`config.mk`:
```
export PLATFORM = sky130hd
export DESIGN_NAME = i2c_shift_engine
export DESIGN_NICKNAME = d
export VERILOG_FILES = /design/src/rtl/i2c_pkg.sv /design/src/rtl/i2c_bit_counter.sv /design/src/rtl/i2c_shift_engine.sv
export SDC_FILE = /design/constraint.sdc
export NUM_CORES = 1
export LEC_CHECK = 0
export CAP_MARGIN = 20
export CORE_AREA = 4 4 41 43
export DETAILED_ROUTE_END_ITERATION = 8
export DIE_AREA = 0 0 45 47
export DONT_BUFFER_PORTS = 1
export HOLD_SLACK_MARGIN = 0.06
export PLACE_DENSITY = 0.81
export SYNTH_ARGS = -nofsm -noshare
export SYNTH_HDL_FRONTEND = slang
export SYNTH_SLANG_ARGS = --single-unit
```
`constraint.sdc`:
```
create_clock -name CLOCK -period 1.98 [get_ports CLOCK]
set_input_delay 0.594 -clock CLOCK [delete_from_list [all_inputs] [get_ports CLOCK]]
set_output_delay 0.594 -clock CLOCK [all_outputs]
set_load 0.03 [all_outputs]
```
`src/rtl/i2c_pkg.sv`:
```
// Shared I2C definitions: shift-engine state encoding, SDA idle level
// and the bit-count width helper also used by the bus-phase controller.
package i2c_pkg;

  typedef enum logic [1:0] {
    ST_IDLE  = 2'd0,
    ST_SHIFT = 2'd1,
    ST_ACK   = 2'd2
  } state_e;

  // Open-drain SDA: a 1 on the driver input releases the line.
  localparam logic SDA_RELEASED = 1'b1;

  // Width needed to hold a count of 0..w inclusive.
  function automatic int cnt_w(input int w);
    return $clog2(w + 1);
  endfunction

endpackage

```
`src/rtl/i2c_bit_counter.sv`:
```
// Saturating transfer bit counter: clear on clr_i, +1 on inc_i, stops at WIDTH.
// Ports: clk_i, rst_ni (sync, active-low), clr_i, inc_i -> count_o, last_o.
module i2c_bit_counter
  import i2c_pkg::*;
#(
  parameter  int WIDTH = 8,
  localparam int CW    = cnt_w(WIDTH)
) (
  input  logic          clk_i,
  input  logic          rst_ni,
  input  logic          clr_i,
  input  logic          inc_i,
  output logic [CW-1:0] count_o,
  output logic          last_o
);

  logic [CW-1:0] count_q, count_d;
  logic          term;

  assign term   = (count_q == CW'(WIDTH));
  // The strobe arriving at this count completes the word.
  assign last_o = (count_q == CW'(WIDTH - 1));

  always_comb begin
    count_d = count_q;
    if (clr_i)
      count_d = '0;
    else if (inc_i && !term)
      count_d = count_q + 1'b1;
  end

  always_ff @(posedge clk_i) begin
    if (!rst_ni)
      count_q <= '0;
    else
      count_q <= count_d;
  end

  assign count_o = count_q;

endmodule

```
`src/rtl/i2c_shift_engine.sv`:
```
// I2C data shift engine: parallel load, one bit out/in per ShiftEn, Done pulse.
// Ports: CLOCK, Reset(sync low), Load, SentData, ShiftEn, ShiftIn -> ShiftOut,
//   ReceivedData, BitCount, Busy, Done. Define I2C_ACK_SLOT_EN for the 9th ACK
//   slot, which adds AckOut (in) and AckReceived (out).
module i2c_shift_engine
  import i2c_pkg::*;
#(
  parameter  int WIDTH     = 8,
  parameter  bit MSB_FIRST = 1'b1,
  localparam int CW        = cnt_w(WIDTH)
) (
  input  logic             CLOCK,
  input  logic             Reset,
  input  logic             Load,
  input  logic [WIDTH-1:0] SentData,
  input  logic             ShiftEn,
  input  logic             ShiftIn,
`ifdef I2C_ACK_SLOT_EN
  input  logic             AckOut,
  output logic             AckReceived,
`endif
  output logic             ShiftOut,
  output logic [WIDTH-1:0] ReceivedData,
  output logic [CW-1:0]    BitCount,
  output logic             Busy,
  output logic             Done
);

  state_e           state_q, state_d;
  logic [WIDTH-1:0] data_q, data_d;
  logic             sout_q, sout_d;
  logic             done_q, done_d;
  logic             clr, inc, last;

  logic [WIDTH-1:0] shifted;
  logic             nxt_bit;
  logic             first_bit;

`ifdef I2C_ACK_SLOT_EN
  logic ack_q, ack_d;
`endif

  i2c_bit_counter #(
    .WIDTH(WIDTH)
  ) u_cnt (
    .clk_i  (CLOCK),
    .rst_ni (Reset),
    .clr_i  (clr),
    .inc_i  (inc),
    .count_o(BitCount),
    .last_o (last)
  );

  // Received bits enter at the far end while the next transmit bit is
  // taken from one position behind the outgoing one.
  always_comb begin
    if (MSB_FIRST) begin
      shifted   = {data_q[WIDTH-2:0], ShiftIn};
      nxt_bit   = data_q[WIDTH-2];
      first_bit = SentData[WIDTH-1];
    end else begin
      shifted   = {ShiftIn, data_q[WIDTH-1:1]};
      nxt_bit   = data_q[1];
      first_bit = SentData[0];
    end
  end

  always_comb begin
    state_d = state_q;
    data_d  = data_q;
    sout_d  = sout_q;
    done_d  = 1'b0;
    clr     = 1'b0;
    inc     = 1'b0;
`ifdef I2C_ACK_SLOT_EN
    ack_d   = ack_q;
`endif
    unique case (state_q)
      ST_IDLE: begin
        // Load has priority; a coincident ShiftEn is dropped.
        if (Load) begin
          data_d  = SentData;
          sout_d  = first_bit;
          clr     = 1'b1;
          state_d = ST_SHIFT;
        end
      end
      ST_SHIFT: begin
        if (ShiftEn) begin
          inc    = 1'b1;
          data_d = shifted;
          sout_d = nxt_bit;
          if (last) begin
`ifdef I2C_ACK_SLOT_EN
            sout_d  = AckOut;
            state_d = ST_ACK;
`else
            sout_d  = SDA_RELEASED;
            done_d  = 1'b1;
            state_d = ST_IDLE;
`endif
          end
        end
      end
`ifdef I2C_ACK_SLOT_EN
      ST_ACK: begin
        if (ShiftEn) begin
          ack_d   = ShiftIn;
          sout_d  = SDA_RELEASED;
          done_d  = 1'b1;
          state_d = ST_IDLE;
        end
      end
`endif
      default: begin
        sout_d  = SDA_RELEASED;
        state_d = ST_IDLE;
      end
    endcase
  end

  always_ff @(posedge CLOCK) begin
    if (!Reset) begin
      state_q <= ST_IDLE;
      data_q  <= '0;
      sout_q  <= SDA_RELEASED;
      done_q  <= 1'b0;
    end else begin
      state_q <= state_d;
      data_q  <= data_d;
      sout_q  <= sout_d;
      done_q  <= done_d;
    end
  end

`ifdef I2C_ACK_SLOT_EN
  always_ff @(posedge CLOCK) begin
    if (!Reset)
      ack_q <= 1'b1;
    else
      ack_q <= ack_d;
  end

  assign AckReceived = ack_q;
`endif

  assign ShiftOut     = sout_q;
  assign ReceivedData = data_q;
  assign Busy         = (state_q != ST_IDLE);
  assign Done         = done_q;

endmodule
```
### Word level (Yosys, flattened, before mapping)

Index checks and enable logic that the tools add are counted.

| operators by class | value |
|---|---|
| add/subtract/negate cells | 1 |
| bitwise logic cells | 1 |
| div/mod/pow operators | 0 |
| $lt $le $gt $ge | 0 |
| multipliers | 0 |
| shifts and indexed selects | 0 |
| reductions and logical operators | 10 |
| equality and inequality tests | 6 |
| multiplexer cells | 16 |

Operators by type and width:

| kind | count |
|---|---|
| $mux W8 | 2 |
| $pmux W8 S2 | 1 |
| $reduce_and A3 Y1 | 3 |
| $mux W1 | 8 |
| $mux W2 | 3 |
| $ne A2 B2 Y1 const B | 3 |
| $add A4 B1 Y4 const B | 1 |
| $eq A4 B3 Y1 const B | 1 |
| $eq A4 B4 Y1 const B | 1 |
| $pmux W2 S2 | 1 |
| $reduce_bool A2 Y1 | 2 |
| $eq A2 B1 Y1 const B | 1 |
| $logic_not A2 Y1 | 1 |
| $pmux W1 S2 | 1 |
| $reduce_and A2 Y1 | 1 |
| $reduce_or A2 Y1 | 1 |
| $logic_and A1 B1 Y1 | 1 |
| $logic_not A1 Y1 | 1 |
| $not A1 Y1 | 1 |

| storage, ports and cells | value |
|---|---|
| output and inout bits | 15 |
| latch bits | 0 |
| word-level logic and storage cells | 39 |
| register bits | 16 |
| memory bits (read-only) | 0 |
| input port bits | 13 |
| memories kept | 0 |
| bits in writable memories | 0 |

### Depth between registers and ports, before layout

Gate-level depths: netlist of run 1.

| logic depth | value |
|---|---|
| depth in word-level cells | 4 |
| depth in mapped cells | 5 |
| mapped depth without buffers | 5 |

### By module

A second synthesis of run 1 with hierarchy kept.

| unflattened totals | value |
|---|---|
| cell total of the unflattened synthesis | 73 |
| area total of the unflattened synthesis | 724.4 sq um |

By module, submodules not included:

| module | sequential area each (sq um) | area each (sq um) | cells an instance | times used |
|---|---|---|---|---|
| i2c_shift_engine | 220.2 | 509.2 | 48 | 1 |
| i2c_bit_counter | 80.1 | 215.2 | 25 | 1 |

### Worst setup path before layout of run 1

Ideal clock, no wire load.

| timing | value |
|---|---|
| path type | register to register |
| start | register state_q[0] |
| end | register data_q[7], in the netlist ReceivedData[7] |
| stages on the path, launching flop included | 5 |
| arrival | 1,326 ps |
| required time | 1,864 ps |
| library setup time | 116 ps |
| path buffers | 2 |
| clock period less this slack | 1,442 ps |
| setup slack | 538 ps |
| cell sequence | dfxtp_1 > buf_6 > mux2_4 > buf_6 > o211a_1 |

| between the ends | value |
|---|---|
| cells in the longest elaborated chain, start to end | 3 |
| elaborated cells on any way between the ends | 7 |
| classes of those cells | eq/ne: 3; mux: 1; reduce/logical: 3 |

RTL lines:

| item | line | source |
|---|---|---|
| start, declared | i2c_shift_engine.sv:29 | `state_e state_q, state_d;` |
| start signal, assigned | i2c_shift_engine.sv:129 | `state_q <= state_d;` |
| $eq A2 B1 Y1 / $logic_not A2 Y1 (equally long branches) | i2c_shift_engine.sv:78 | `unique case (state_q)` |
| $ne A2 B2 Y1 (no line) / $reduce_bool A2 Y1 (equally long branches) | n/a |  |
| $reduce_and A3 Y1 (no line) | n/a |  |
| end signal, assigned | i2c_shift_engine.sv:130 | `data_q <= data_d;` |
| end, declared | i2c_shift_engine.sv:30 | `logic [WIDTH-1:0] data_q, data_d;` |

Parallel ways exist; a longest one is shown, timed or not.
A chain may end at the register's enable or synchronous reset.

### Final worst setup path of run 1

| timing | value |
|---|---|
| start | register state_q[0] |
| end | output port Busy |

| between the ends | value |
|---|---|
| cells in the longest elaborated chain, start to end | 1 |

RTL lines:

| item | line | source |
|---|---|---|
| $reduce_bool A2 Y1 | i2c_shift_engine.sv:149 | `assign Busy = (state_q != ST_IDLE);` |
| end, declared | i2c_shift_engine.sv:25 | `output logic Busy,` |

No other way between the ends.

==> results of run 1 <==
-- through the flow --
step	setup slack [ns]	util, %	area [µm²]
6_report	0.270	59.3	772
2_1_floorplan	0.538	-	736
3_3_place_gp	0.590	57.3	746
5_1_grt	0.201	59.3	772
4_1_cts	0.256	59.3	772
3_5_place_dp	0.546	57.3	746
-- worst register-to-register path, delay by kind of cell, from the launching register on --
family	cells	cell delay (ns)
multiplexers	1	0.23
buffers and inverters	2	0.26
AO/OA/AOI/OAI	1	0.33
flip-flops	1	0.38
adder cells (fa/ha/maj)	1	0.21
-- how the worst min path moves through the flow --
stage	startpoint	endpoint	slack, ns
final	Reset	ShiftOut	0.40
after floorplan	ShiftOut	ShiftOut	0.62
after global placement	u_cnt.count_o[0]	u_cnt.count_o[3]	0.58
after global routing	Reset	ShiftOut	0.38
after detailed placement	u_cnt.count_o[0]	u_cnt.count_o[3]	0.60
after CTS	Reset	ShiftOut	0.39
-- sequential cells by signal, indices dropped and copies added, names as in the netlist --
name	count
ShiftOut	1
ReceivedData	8
u_cnt.count_o	4
Done	1
state_q	1
-- cell type report --
| class | instances | area (µm²) |
|---|---|---|
| Clock buffer | 4 | 26.3 |
| Fill cell | 117 | 529 |
| Inverter | 4 | 15.0 |
| Multi-Input combinational cell | 52 | 382 |
| Sequential cell | 15 | 300 |
| Tap cell | 15 | 18.8 |
| Timing Repair Buffer | 4 | 30.0 |
-- cell usage after synthesis, drive strengths merged --
master / count / area [µm²]
a21oi: 2 / 10.0
a31oi: 1 / 6.26
buf: 4 / 35.0
clkbuf: 1 / 3.75
dfxtp: 15 / 300
ha: 2 / 25.0
inv: 4 / 15.0
mux2: 1 / 15.0
mux2i: 11 / 110
nand2: 10 / 37.5
nand2b: 1 / 6.26
nand3: 7 / 35.0
nand3b: 1 / 7.51
nor2: 3 / 11.3
o211a: 9 / 90.1
o21ai: 2 / 10.0
o221a: 1 / 11.3
or3: 1 / 6.26
-- logic make-up (layout without fill, tap and decap cells) --
| group | Yosys count | in the layout | synth area share (%) |
|---|---|---|---|
| buffers and inverters | 9 | 12 | 7.31 |
| and+or+nand+nor | 23 | 23 | 14.1 |
| AOI/OAI and AO/OA | 15 | 15 | 17.3 |
| adders and majority gates | 2 | 2 | 3.40 |
| DFF | 15 | 15 | 40.8 |
| muxes | 12 | 12 | 17.0 |
-- per-layer routing --
metal | vias to the layer above | global-route usage, % | wire length, µm
met5 | - | 0 | 0
met4 | 0 | 7.02 | 30
met3 | 6 | 8.43 | 145
met2 | 25 | 26.0 | 724
met1 | 269 | 16.6 | 570
li1 | 277 | - | -
-- power breakdown --
part | internal, mW | total [mW] | switching, mW
clock | 0.0782 | 0.171 | 0.0931
combinational | 0.0393 | 0.0789 | 0.0397
sequential | 0.321 | 0.376 | 0.0544
==> flow_metrics.env, run 1 <==
export IMPL_power_density_nw_per_um2=811
export IMPL_finClkSkew_ns=0.00866
export IMPL_numCtsBuffers=3
export IMPL_path_buf_inv=1
export IMPL_r2r_cells=5
export IMPL_finalSetupViolCount=0
export IMPL_syn_nets=91
export IMPL_relSlewSlack_pct=71.1
export IMPL_worst_ir_drop_vdd_uv=640
export IMPL_endpoint="Busy"
export IMPL_end_kind="primary output"
export IMPL_grt_pass1_vias=551
export IMPL_cp_max_fo=10
export IMPL_period_needed_ns=1.71
export IMPL_fin_crit_sh_pct=86.3
export IMPL_clock_latency_ns=0.28
export IMPL_fmax_ghz=0.585
export IMPL_wl_per_cell_um=15.6
export IMPL_core_area_um2=1300
export IMPL_die_width_um=45
export IMPL_cts_htree_levels=1
export IMPL_path_class="register to primary output"
export IMPL_ant_nets=0
export IMPL_status="completed"
export IMPL_rsz0062_at_grt="no"
export IMPL_reg2reg_from="u_cnt.count_o[0]"
export IMPL_n_antenna_cell=0
export IMPL_syn_inst=76
export IMPL_critical_path_top_delay_family="flip-flops"
export IMPL_io_buffers=0
export IMPL_whs_ns=0.401
export IMPL_max_stage_delay_ns=0.59
export IMPL_crit_chain="buf_4"
export IMPL_max_cap_viol_count=0
export IMPL_hold_viol=0
export IMPL_place_congestion=0.746
export IMPL_hold_depth=1
export IMPL_worstPathArrival_ns=1.12
export IMPL_antenna_found_initial=0
export IMPL_worstMarginPinSlew_ns=0.433
export IMPL_startpoint="state_q[0]"
export IMPL_layout_commonest_cell="dfxtp_1"
export IMPL_drt_pass1_iterations=4
export IMPL_routed_via_density=6.14
export IMPL_clk_path_buf_depth=2
export IMPL_ios=28
export IMPL_fp_dieH_um=47
export IMPL_cp_depth=1
export IMPL_routed_wirelength_um=1470
export IMPL_final_cell_mix="dfxtp_1 (15), mux2i_1 (11), nand2_1 (10)"
export IMPL_grt_pass1_wl_um=2380
export IMPL_rrSetupSlack_ns=0.51
export IMPL_cts_sinks=15
export IMPL_dp_hpwl_um=1080
export IMPL_total_power_mw=0.626
export IMPL_hp_class="input pin to register"
export IMPL_syn2layout_area_growth_pct=4.93
export IMPL_overflow=0
export IMPL_initial_core_util_pct=56.5
export IMPL_drive_above_1_share_pct=11.4
export IMPL_cts_repair_resized=0
export IMPL_final_nets=95
export IMPL_via_count=577
export IMPL_slew_viol_final=0
export IMPL_drtIter0Drc=23
export IMPL_synth_seq_cells=15
export IMPL_path_clk_slew_ns=0.09
export IMPL_tns_ns=0
export IMPL_grt_use_total_pct=15.7
export IMPL_crit_required_ns=1.39
export IMPL_worstReg2RegEnd="u_cnt.count_o[0]"
export IMPL_ys_types=20
export IMPL_postCtsHoldBufs=0
export IMPL_yosys_warnings=0
export IMPL_seq_area_frac_synth_pct=40.8
export IMPL_dp_cells=90
export IMPL_fp_dieArea_um2=2120
export IMPL_grt_start_max_net_pins=19
export IMPL_drt_drc_violations_left=0
export IMPL_cellLeakagePower_nw=0.383
export IMPL_cts_setup_buffers=0
export IMPL_clockRootBuffer="clkbuf_4"
export IMPL_cts_tree="built"
export IMPL_final_cells=94
export IMPL_cpMaxStageDelayCell="dfxtp_1"
export IMPL_startpoint_type="register"
export IMPL_syn_avg_cell_area_um2=9.68
export IMPL_rows=13
export IMPL_netlist_area_um2=736
No activity file was read; power rests on OpenSTA's default activity.
==> run 2, diff against run 1 <==
--- a/config.mk
+++ b/config.mk
@@ -7,11 +7,13 @@
 export LEC_CHECK = 0
 export CAP_MARGIN = 20
 export CORE_AREA = 4 4 41 43
+export CTS_CLUSTER_DIAMETER = 60
 export DETAILED_ROUTE_END_ITERATION = 8
 export DIE_AREA = 0 0 45 47
 export DONT_BUFFER_PORTS = 1
 export HOLD_SLACK_MARGIN = 0.06
 export PLACE_DENSITY = 0.81
+export REMOVE_ABC_BUFFERS = 1
 export SYNTH_ARGS = -nofsm -noshare
 export SYNTH_HDL_FRONTEND = slang
 export SYNTH_SLANG_ARGS = --single-unit
==> constraint.sdc (replaced) <==
create_clock -name CLOCK -period 1.71 [get_ports CLOCK]
set_input_delay 0.513 -clock CLOCK [delete_from_list [all_inputs] [get_ports CLOCK]]
set_output_delay 0.513 -clock CLOCK [all_outputs]
set_load 0.03 [all_outputs]
==> flow_metrics.env, run 2 (synthesis results as in run 1) <==
export IMPL_period_needed_ns=1.65
export IMPL_final_cell_mix="dfxtp_1 (15), mux2i_1 (11), nand2_1 (10)"
export IMPL_fin_crit_sh_pct=96.3
export IMPL_dp_hpwl_um=1150
export IMPL_n_antenna_cell=0
export IMPL_rows=13
export IMPL_total_power_mw=0.732
export IMPL_worstPathArrival_ns=1.13
export IMPL_clk_path_buf_depth=2
export IMPL_routed_via_density=6.01
export IMPL_dp_cells=91
export IMPL_fp_dieH_um=47
export IMPL_syn2layout_area_growth_pct=6.12
export IMPL_cp_max_fo=10
export IMPL_initial_core_util_pct=56.5
export IMPL_fin_area_um2=781
export IMPL_clock_latency_ns=0.30
export IMPL_end_kind="primary output"
export IMPL_cts_repair_resized=0
export IMPL_max_stage_delay_ns=0.59
export IMPL_crit_required_ns=1.20
export IMPL_power_density_nw_per_um2=937
export IMPL_antenna_found_initial=0
export IMPL_cpMaxStageDelayCell="dfxtp_1"
export IMPL_reg2reg_from="state_q[0]"
export IMPL_relSlewSlack_pct=68.7
export IMPL_rrSetupSlack_ns=0.31
export IMPL_worst_ir_drop_vdd_uv=405
export IMPL_hold_start="Reset"
export IMPL_ant_nets=0
export IMPL_whs_ns=0.311
export IMPL_r2r_cells=3
export IMPL_grt_pass1_vias=565
export IMPL_final_nets=96
export IMPL_worstMarginPinSlew_ns=0.469
export IMPL_rsz0062_at_grt="no"
export IMPL_final_cells=95
export IMPL_path_buf_inv=1
export IMPL_via_count=571
export IMPL_routed_wirelength_um=1500
export IMPL_slew_viol_final=0
export IMPL_startpoint="state_q[0]"
export IMPL_crit_chain="buf_4"
export IMPL_io_buffers=0
export IMPL_clockRootBuffer="clkbuf_4"
export IMPL_drtIter0Drc=8
export IMPL_fmax_ghz=0.607
export IMPL_largest_register_ffs=8
export IMPL_hold_depth=1
export IMPL_critical_path_top_delay_family="flip-flops"
export IMPL_fp_dieArea_um2=2120
export IMPL_finalSetupViolCount=0
export IMPL_status="completed"
export IMPL_drt_pass1_iterations=4
export IMPL_max_cap_viol_count=0
export IMPL_overflow=0
export IMPL_cts_setup_buffers=0
export IMPL_postCtsHoldBufs=0
export IMPL_wl_per_cell_um=15.8
export IMPL_pre_cts_ws_ns=0.338
export IMPL_grt_start_max_net_pins=19
export IMPL_finClkSkew_ns=0.0120
export IMPL_hp_class="input pin to register"
export IMPL_numCtsBuffers=3
export IMPL_cts_sinks=15
export IMPL_layout_setup_ws_ns=0.0638
export IMPL_drt_drc_violations_left=0
export IMPL_path_class="register to primary output"
export IMPL_fin_util_pct=60.0
export IMPL_min_to="ShiftOut"
export IMPL_cts_htree_levels=1
export IMPL_cts_tree="built"
export IMPL_ios=28
export IMPL_die_width_um=45
export IMPL_post_dp_cell_area_um2=753
export IMPL_worstReg2RegEnd="u_cnt.count_o[1]"
export IMPL_core_area_um2=1300
export IMPL_layout_commonest_cell="dfxtp_1"
export IMPL_tns_ns=0
export IMPL_grt_pass1_wl_um=2390
export IMPL_place_congestion=0.702
export IMPL_hold_viol=0
export IMPL_startpoint_type="register"
export IMPL_grt_use_total_pct=16.2
export IMPL_drive_above_1_share_pct=13.8
export IMPL_cellLeakagePower_nw=0.391
export IMPL_path_clk_slew_ns=0.09
==> run 2: final cells by class <==
type / instances / area, µm²
clock buffer: 3 / 22.5
clock inverter: 1 / 5.00
fill: 121 / 520
inverter: 4 / 15.0
multi-input combinational: 52 / 382
sequential: 15 / 300
tap: 15 / 18.8
timing repair buffer: 5 / 37.5
==> run 2: worst max path at each step <==
stage | cells after the start | to
6_report | 1 | Busy
4_1_cts | 1 | Busy
3_3_place_gp | 2 | ReceivedData[2]
3_5_place_dp | 3 | u_cnt.count_o[1]
5_1_grt | 1 | Busy
2_1_floorplan | 3 | u_cnt.count_o[3]
==> run 2: metal layers <==
layer / global-route usage (%) / part of all wire, % / up-vias
met5: 0 / 0 / -
met4: 12.9 / 2.1 / 0
met3: 7.66 / 11 / 2
met2: 26.0 / 48 / 26
met1: 16.1 / 39 / 266
li1: - / - / 277
==> run 2: where the power goes <==
part / internal, mW / total (mW) / switching (mW)
logic: 0.0457 / 0.0912 / 0.0456
clock network: 0.0872 / 0.206 / 0.118
registers: 0.372 / 0.435 / 0.0626
total: 0.505 / 0.732 / 0.227
==> run 3, diff against run 2 <==
--- a/config.mk
+++ b/config.mk
@@ -11,6 +11,7 @@
 export DETAILED_ROUTE_END_ITERATION = 8
 export DIE_AREA = 0 0 45 47
 export DONT_BUFFER_PORTS = 1
+export GPL_ROUTABILITY_DRIVEN = 0
 export HOLD_SLACK_MARGIN = 0.06
 export PLACE_DENSITY = 0.81
 export REMOVE_ABC_BUFFERS = 1
==> results of run 3 <==
The final DEF is identical to that of run 2; final timing and power are the same.
